--- src/rtl/pad_ctrl_pkg.sv ---
// rtl/pad_ctrl_pkg.sv - config field layout and shared types for bidir_pad_ctrl
package pad_ctrl_pkg;

    localparam int CFG_W         = 10;
    localparam int BIT_GPIO_MODE = 0;
    localparam int BIT_GPIO_OUT  = 1;
    localparam int BIT_GPIO_OE   = 2;
    localparam int BIT_CS        = 3;
    localparam int BIT_SL        = 4;
    localparam int BIT_IE        = 5;
    localparam int BIT_PU        = 6;
    localparam int BIT_PD        = 7;
    localparam int BIT_RISE_EN   = 8;
    localparam int BIT_FALL_EN   = 9;
    localparam int BIT_SYNC      = 16;
    localparam int BIT_RISE_PEND = 17;
    localparam int BIT_FALL_PEND = 18;

    // Members listed high bit first so struct bit n equals register bit n.
    typedef struct packed {
        logic fall_en;
        logic rise_en;
        logic pd;
        logic pu;
        logic ie;
        logic sl;
        logic cs;
        logic gpio_oe;
        logic gpio_out;
        logic gpio_mode;
    } pad_cfg_t;

    localparam pad_cfg_t PAD_CFG_RST = pad_cfg_t'(10'h020);

    function automatic logic [31:0] status_word(input pad_cfg_t cfg, input logic sync,
                                                input logic rise_pend, input logic fall_pend);
        logic [31:0] w;
        w                = '0;
        w[CFG_W-1:0]     = cfg;
        w[BIT_SYNC]      = sync;
        w[BIT_RISE_PEND] = rise_pend;
        w[BIT_FALL_PEND] = fall_pend;
        return w;
    endfunction

endpackage

--- src/rtl/pad_in_sync.sv ---
// rtl/pad_in_sync.sv - two-flop pad input synchroniser with rise/fall pulse detection
module pad_in_sync #(
    parameter int N = 54
) (
    input  logic         clk,
    input  logic         rst_n,
    input  logic [N-1:0] din,
    output logic [N-1:0] sync,
    output logic [N-1:0] rise,
    output logic [N-1:0] fall
);

    logic [N-1:0] meta;
    logic [N-1:0] prev;

    always_ff @(posedge clk or negedge rst_n) begin
        if (!rst_n) begin
            meta <= '0;
            sync <= '0;
            prev <= '0;
        end else begin
            meta <= din;
            sync <= meta;
            prev <= sync;
        end
    end

    assign rise = sync & ~prev;
    assign fall = ~sync & prev;

endmodule

--- src/rtl/bidir_pad_ctrl.sv ---
// rtl/bidir_pad_ctrl.sv - per-pin pad mux, config registers and edge interrupts
module bidir_pad_ctrl
    import pad_ctrl_pkg::*;
#(
    parameter int NUM_BIDIR = 54,
    parameter int ADDR_W    = 8
) (
    input  logic                 clk,
    input  logic                 rst_n,
    input  logic                 req_valid,
    output logic                 req_ready,
    input  logic                 req_we,
    input  logic [ADDR_W-1:0]    req_addr,
    input  logic [31:0]          req_wdata,
    output logic                 rsp_valid,
    input  logic                 rsp_ready,
    output logic [31:0]          rsp_rdata,
    input  logic [NUM_BIDIR-1:0] func_out,
    input  logic [NUM_BIDIR-1:0] func_oe,
    output logic [NUM_BIDIR-1:0] sync_in,
    output logic                 irq,
    input  logic [NUM_BIDIR-1:0] bidir_in,
    output logic [NUM_BIDIR-1:0] bidir_out,
    output logic [NUM_BIDIR-1:0] bidir_oe,
    output logic [NUM_BIDIR-1:0] bidir_cs,
    output logic [NUM_BIDIR-1:0] bidir_sl,
    output logic [NUM_BIDIR-1:0] bidir_ie,
    output logic [NUM_BIDIR-1:0] bidir_pu,
    output logic [NUM_BIDIR-1:0] bidir_pd
);

    pad_cfg_t             cfg [NUM_BIDIR];
    logic [NUM_BIDIR-1:0] rise_pend, fall_pend;
    logic [NUM_BIDIR-1:0] rise, fall;
    logic [NUM_BIDIR-1:0] addr_sel, wr_sel, rise_clr, fall_clr;
    logic [NUM_BIDIR-1:0] rise_en, fall_en;
    logic [NUM_BIDIR-1:0] out_d, oe_d, cs_d, sl_d, ie_d, pu_d, pd_d;
    logic [31:0]          rd_word;
    logic                 accept;
    logic                 unused_wdata;

    assign unused_wdata = ^{req_wdata[31:19], req_wdata[15:CFG_W]};

    pad_in_sync #(.N(NUM_BIDIR)) u_sync (
        .clk  (clk),
        .rst_n(rst_n),
        .din  (bidir_in),
        .sync (sync_in),
        .rise (rise),
        .fall (fall)
    );

    assign req_ready = !rsp_valid || rsp_ready;
    assign accept    = req_valid && req_ready;

    // Address decode and read mux; out-of-range addresses select nothing and read 0.
    always_comb begin
        addr_sel = '0;
        rd_word  = '0;
        for (int i = 0; i < NUM_BIDIR; i++) begin
            if (req_addr == ADDR_W'(i)) begin
                addr_sel[i] = 1'b1;
                rd_word     = status_word(cfg[i], sync_in[i], rise_pend[i], fall_pend[i]);
            end
        end
    end

    assign wr_sel   = addr_sel & {NUM_BIDIR{accept && req_we}};
    assign rise_clr = wr_sel & {NUM_BIDIR{req_wdata[BIT_RISE_PEND]}};
    assign fall_clr = wr_sel & {NUM_BIDIR{req_wdata[BIT_FALL_PEND]}};

    always_comb begin
        out_d   = '0;
        oe_d    = '0;
        cs_d    = '0;
        sl_d    = '0;
        ie_d    = '0;
        pu_d    = '0;
        pd_d    = '0;
        rise_en = '0;
        fall_en = '0;
        for (int i = 0; i < NUM_BIDIR; i++) begin
            out_d[i]   = cfg[i].gpio_mode ? cfg[i].gpio_out : func_out[i];
            oe_d[i]    = cfg[i].gpio_mode ? cfg[i].gpio_oe  : func_oe[i];
            cs_d[i]    = cfg[i].cs;
            sl_d[i]    = cfg[i].sl;
            ie_d[i]    = cfg[i].ie;
            pu_d[i]    = cfg[i].pu;
            pd_d[i]    = cfg[i].pd && !cfg[i].pu;
            rise_en[i] = cfg[i].rise_en;
            fall_en[i] = cfg[i].fall_en;
        end
    end

    always_ff @(posedge clk or negedge rst_n) begin
        if (!rst_n) begin
            for (int i = 0; i < NUM_BIDIR; i++) begin
                cfg[i] <= PAD_CFG_RST;
            end
        end else begin
            for (int i = 0; i < NUM_BIDIR; i++) begin
                if (wr_sel[i]) begin
                    cfg[i] <= pad_cfg_t'(req_wdata[CFG_W-1:0]);
                end
            end
        end
    end

    // Edge set takes priority over a same-cycle W1C.
    always_ff @(posedge clk or negedge rst_n) begin
        if (!rst_n) begin
            rise_pend <= '0;
            fall_pend <= '0;
            irq       <= 1'b0;
        end else begin
            rise_pend <= (rise_pend & ~rise_clr) | (rise & rise_en);
            fall_pend <= (fall_pend & ~fall_clr) | (fall & fall_en);
            irq       <= |{rise_pend, fall_pend};
        end
    end

    always_ff @(posedge clk or negedge rst_n) begin
        if (!rst_n) begin
            rsp_valid <= 1'b0;
            rsp_rdata <= '0;
        end else if (accept) begin
            rsp_valid <= 1'b1;
            rsp_rdata <= req_we ? 32'h0 : rd_word;
        end else if (rsp_ready) begin
            rsp_valid <= 1'b0;
        end
    end

    always_ff @(posedge clk or negedge rst_n) begin
        if (!rst_n) begin
            bidir_out <= '0;
            bidir_oe  <= '0;
            bidir_cs  <= '0;
            bidir_sl  <= '0;
            bidir_ie  <= '1;
            bidir_pu  <= '0;
            bidir_pd  <= '0;
        end else begin
            bidir_out <= out_d;
            bidir_oe  <= oe_d;
            bidir_cs  <= cs_d;
            bidir_sl  <= sl_d;
            bidir_ie  <= ie_d;
            bidir_pu  <= pu_d;
            bidir_pd  <= pd_d;
        end
    end

endmodule

--- config.mk ---
export PLATFORM = sky130hd
export DESIGN_NAME = bidir_pad_ctrl
export DESIGN_NICKNAME = d
export VERILOG_FILES = /design/src/rtl/pad_ctrl_pkg.sv /design/src/rtl/pad_in_sync.sv /design/src/rtl/bidir_pad_ctrl.sv
export SDC_FILE = /design/constraint.sdc
export NUM_CORES = 2
export LEC_CHECK = 0
export ABC_AREA = 1
export BUFFER_PORTS_ARGS = -buffer_cell sky130_fd_sc_hd__buf_2
export CAP_MARGIN = 0
export CORE_ASPECT_RATIO = 0.75
export CORE_MARGIN = 2
export CORE_UTILIZATION = 40
export CTS_CLUSTER_DIAMETER = 40
export DETAILED_ROUTE_END_ITERATION = 8
export SYNTH_ARGS = -nofsm -noshare
export SYNTH_HDL_FRONTEND = slang
export SYNTH_SLANG_ARGS = --single-unit
export TNS_END_PERCENT = 20
--- constraint.sdc ---
create_clock -name clk -period 7.24 [get_ports clk]
set_input_delay 1.448 -clock clk [delete_from_list [all_inputs] [get_ports clk]]
set_output_delay 1.448 -clock clk [all_outputs]
set_load 0.005 [all_outputs]
==> results.md <==
* CTS HTree Levels at 4
* Worst-Margin Slew at 1.19 ns
* Layout Nets at 5612
* Wire per inst at 21.6 um
* Worst path required time at 7.91 ns
* Routed Antenna Nets at 0
* Die span in x at 396 um
* Deepest clock path buffer count at 3
* FP Rows at 107
* Overall overflow remaining after global route at 0
* Reg2Reg Setup Slack at 2.03 ns
* Final Total Pwr at 15.3 mW
* Max Fanout on Critical Path at 8
* Cts bufs inserted at 145
* Slew HR at 20.3%
* RSZ-0062 raised after global routing: no
* Critical Path Start Type: input port
* Seq/Total Area, Yosys at 65.7%
* DR vias/cell at 5.10
* Hold_buf cts at 0
* Fin Hold WS at 0.344 ns
* I/O Buffers at 634
* DP Area at 51000 sq um
* Crit path max-delay family: simple AND/OR/NAND/NOR gates
* Max Slew Vio Count at 0
* Post-CTS Setup Inserts at 0
* Vias in the first global route at 34004
* Design Area, Final at 56100 sq um
* Achievable frequency at 0.163 GHz
* Max VDD drop at 0.000195 V
* Worst Path Arrival at 6.80 ns
* Most common cell after layout, fill and taps aside: nand2_1
* Synth cell types at 34
* Die Height at 298 um
* Crit path time final at 6.13 ns
* Share of post-route cells with drive strength above 1 at 22.4%
* Yosys reg bits at 1203
* PwrDens at 273 nW/um^2
* First-pass GRT wire length at 225000 um
* Crit. End Element: flip-flop
* HPWL Detailed at 106000 um
* Die area at 118000 sq um
* Max-Cap Viols at 0
* Reg clk slew, reported paths at 0.06 ns
* Post-Syn Area at 46000 sq um
* Initial antenna violation count at 9
* Worst-Skew Late Latency at 0.78 ns
* Core area at 114000 sq um
* Most frequent cells in the layout: nand2_1, dfrtp_1, o21ai_0, buf_2, inv_1
* Final hold vios at 0
* Largest net degree at the start of global routing at 181
* Layout area overhead at 22.0%
* GP Congestion at 0.897
* CTS tree: yes
* Iter 0 DRT Violations at 3493
* Residual DRC at 0
* CP max-delay cell: nor2_1
* Top Ports at 674
* CP bufs+invs at 6
* Vias at 36032
* Mapped Cells at 4747
* Status: completed
* Synthesized area per cell at 9.69 sq um
* Fin crit share at 84.7%
* Synth Warn # at 0
* Total GRT Usage at 25.6%
* Setup Crit Path Kind: input port to flip-flop
* Skew final at 0.0402 ns
* Setup TNS Final at 0 ns
* Drt total wl at 152000 um
* 1st-pass router iterations at 6
* Lkg Pwr at 26.3 nW
* Worst path max stage delay at 0.31 ns
* Hold Crit Class: flip-flop to flip-flop
* Post-cts sizing count at 0
* Clk sink count at 1203
* Final setup vio count at 0
* Root buf cell: clkbuf_16
* Initial core utilization at 40.4%
-- cell type report --
type	count	area, sq um
Clock buffer	193	4130
Inverter	351	1320
Tap cell	1526	1910
Fill cell	10595	57700
Timing Repair Buffer	738	4030
Sequential cell	1203	30200
Clock inverter	79	985
Multi-Input combinational cell	2966	13500
Antenna cell	4	10.0
-- worst register-to-register path: cells and delay by family (launching register included) --
| family | cells | cell delay (ns) |
|---|---|---|
| simple gates | 32 | 4.48 |
| flops | 1 | 0.47 |
| buf+inv | 1 | 0.19 |
-- power breakdown --
group | internal [mW] | leakage [nW] | switching, mW
Combinational | 0.188 | 8.67 | 0.437
Sequential | 6.93 | 15.2 | 0.142
Clock | 4.61 | 2.50 | 3.01
Total | 11.7 | 26.3 | 3.59
-- registers in the layout, summed over array words and instances (netlist names) --
name and flops:
cfg 540, bidir_out 54, rsp_valid 1, bidir_ie 54, bidir_sl 54, rise_pend 54
bidir_pu 54, u_sync.prev 54, bidir_cs 54, u_sync.sync 54, fall_pend 54, rsp_rdata 13
bidir_pd 54, bidir_oe 54, u_sync.meta 54, irq 1
-- cells in the mapped netlist --
library cell | instances | area (sq um)
a21oi_1 | 76 | 380
and3_1 | 1 | 6.26
buf_1 | 1 | 3.75
buf_2 | 4 | 20.0
buf_4 | 20 | 150
buf_6 | 4 | 45.0
clkbuf_1 | 216 | 811
clkinv_1 | 1 | 3.75
conb_1 | 1 | 3.75
dfrtp_1 | 1095 | 27400
dfstp_2 | 108 | 2840
inv_1 | 340 | 1280
inv_2 | 9 | 33.8
inv_4 | 1 | 6.26
mux2_2 | 54 | 608
nand2_1 | 1448 | 5440
nand2_2 | 3 | 18.8
nand2_4 | 2 | 22.5
nand3_1 | 91 | 455
nand3_2 | 1 | 10.0
nand3b_1 | 20 | 150
nand4_1 | 135 | 845
nor2_1 | 251 | 942
nor2_2 | 9 | 56.3
nor2_4 | 4 | 45.0
nor2_8 | 1 | 20.0
nor3_1 | 5 | 25.0
nor3b_1 | 2 | 15.0
nor4_1 | 28 | 175
o21ai_0 | 742 | 3710
o21ai_1 | 5 | 25.0
o31ai_1 | 19 | 143
or2_0 | 7 | 43.8
or2_2 | 43 | 269
-- path summary, 6_finish.rpt --
kind | from | endpoint | depth (start not counted)
max in group asynchronous | rst_n | bidir_ie[11] | 3
max | req_addr[4] | rsp_rdata[0] | 37
max reg2reg | cfg[530] | rsp_rdata[0] | 33
min in group asynchronous | rst_n | bidir_pd[45] | 1
min | u_sync.meta[15] | u_sync.sync[15] | 0
min reg2reg | u_sync.meta[15] | u_sync.sync[15] | 0
-- stage by stage --
step / worst slack (ns) / instances / utilization, %
after CTS: 1.41 / 7056 / 49.3
after global placement: 0.534 / 6784 / 44.8
after detailed placement: 0.582 / 6784 / 44.8
after global routing: 0.770 / 7056 / 49.3
after floorplan: 3.14 / 4765 / -
final: 1.11 / 7060 / 49.3
-- routing by layer --
metal,vias up,wire length [um],GRT usage (%)
met2,1423,66400,37.2
met1,17818,70300,38.5
met3,179,12500,5.76
met5,-,0,0
li1,16612,-,-
met4,0,2890,6.45
-- cells by family (layout without fill, tap and decap cells) --
group	count (synthesis)	count (layout)	share of synthesized area (%)
buf+inv	596	1361	5.11
compound gates	842	842	9.26
mux	54	54	1.32
simple gates	2051	2051	18.6
other cells	1	23	0.00815
flops	1203	1203	65.7
Power figures use the tool's default switching activity.
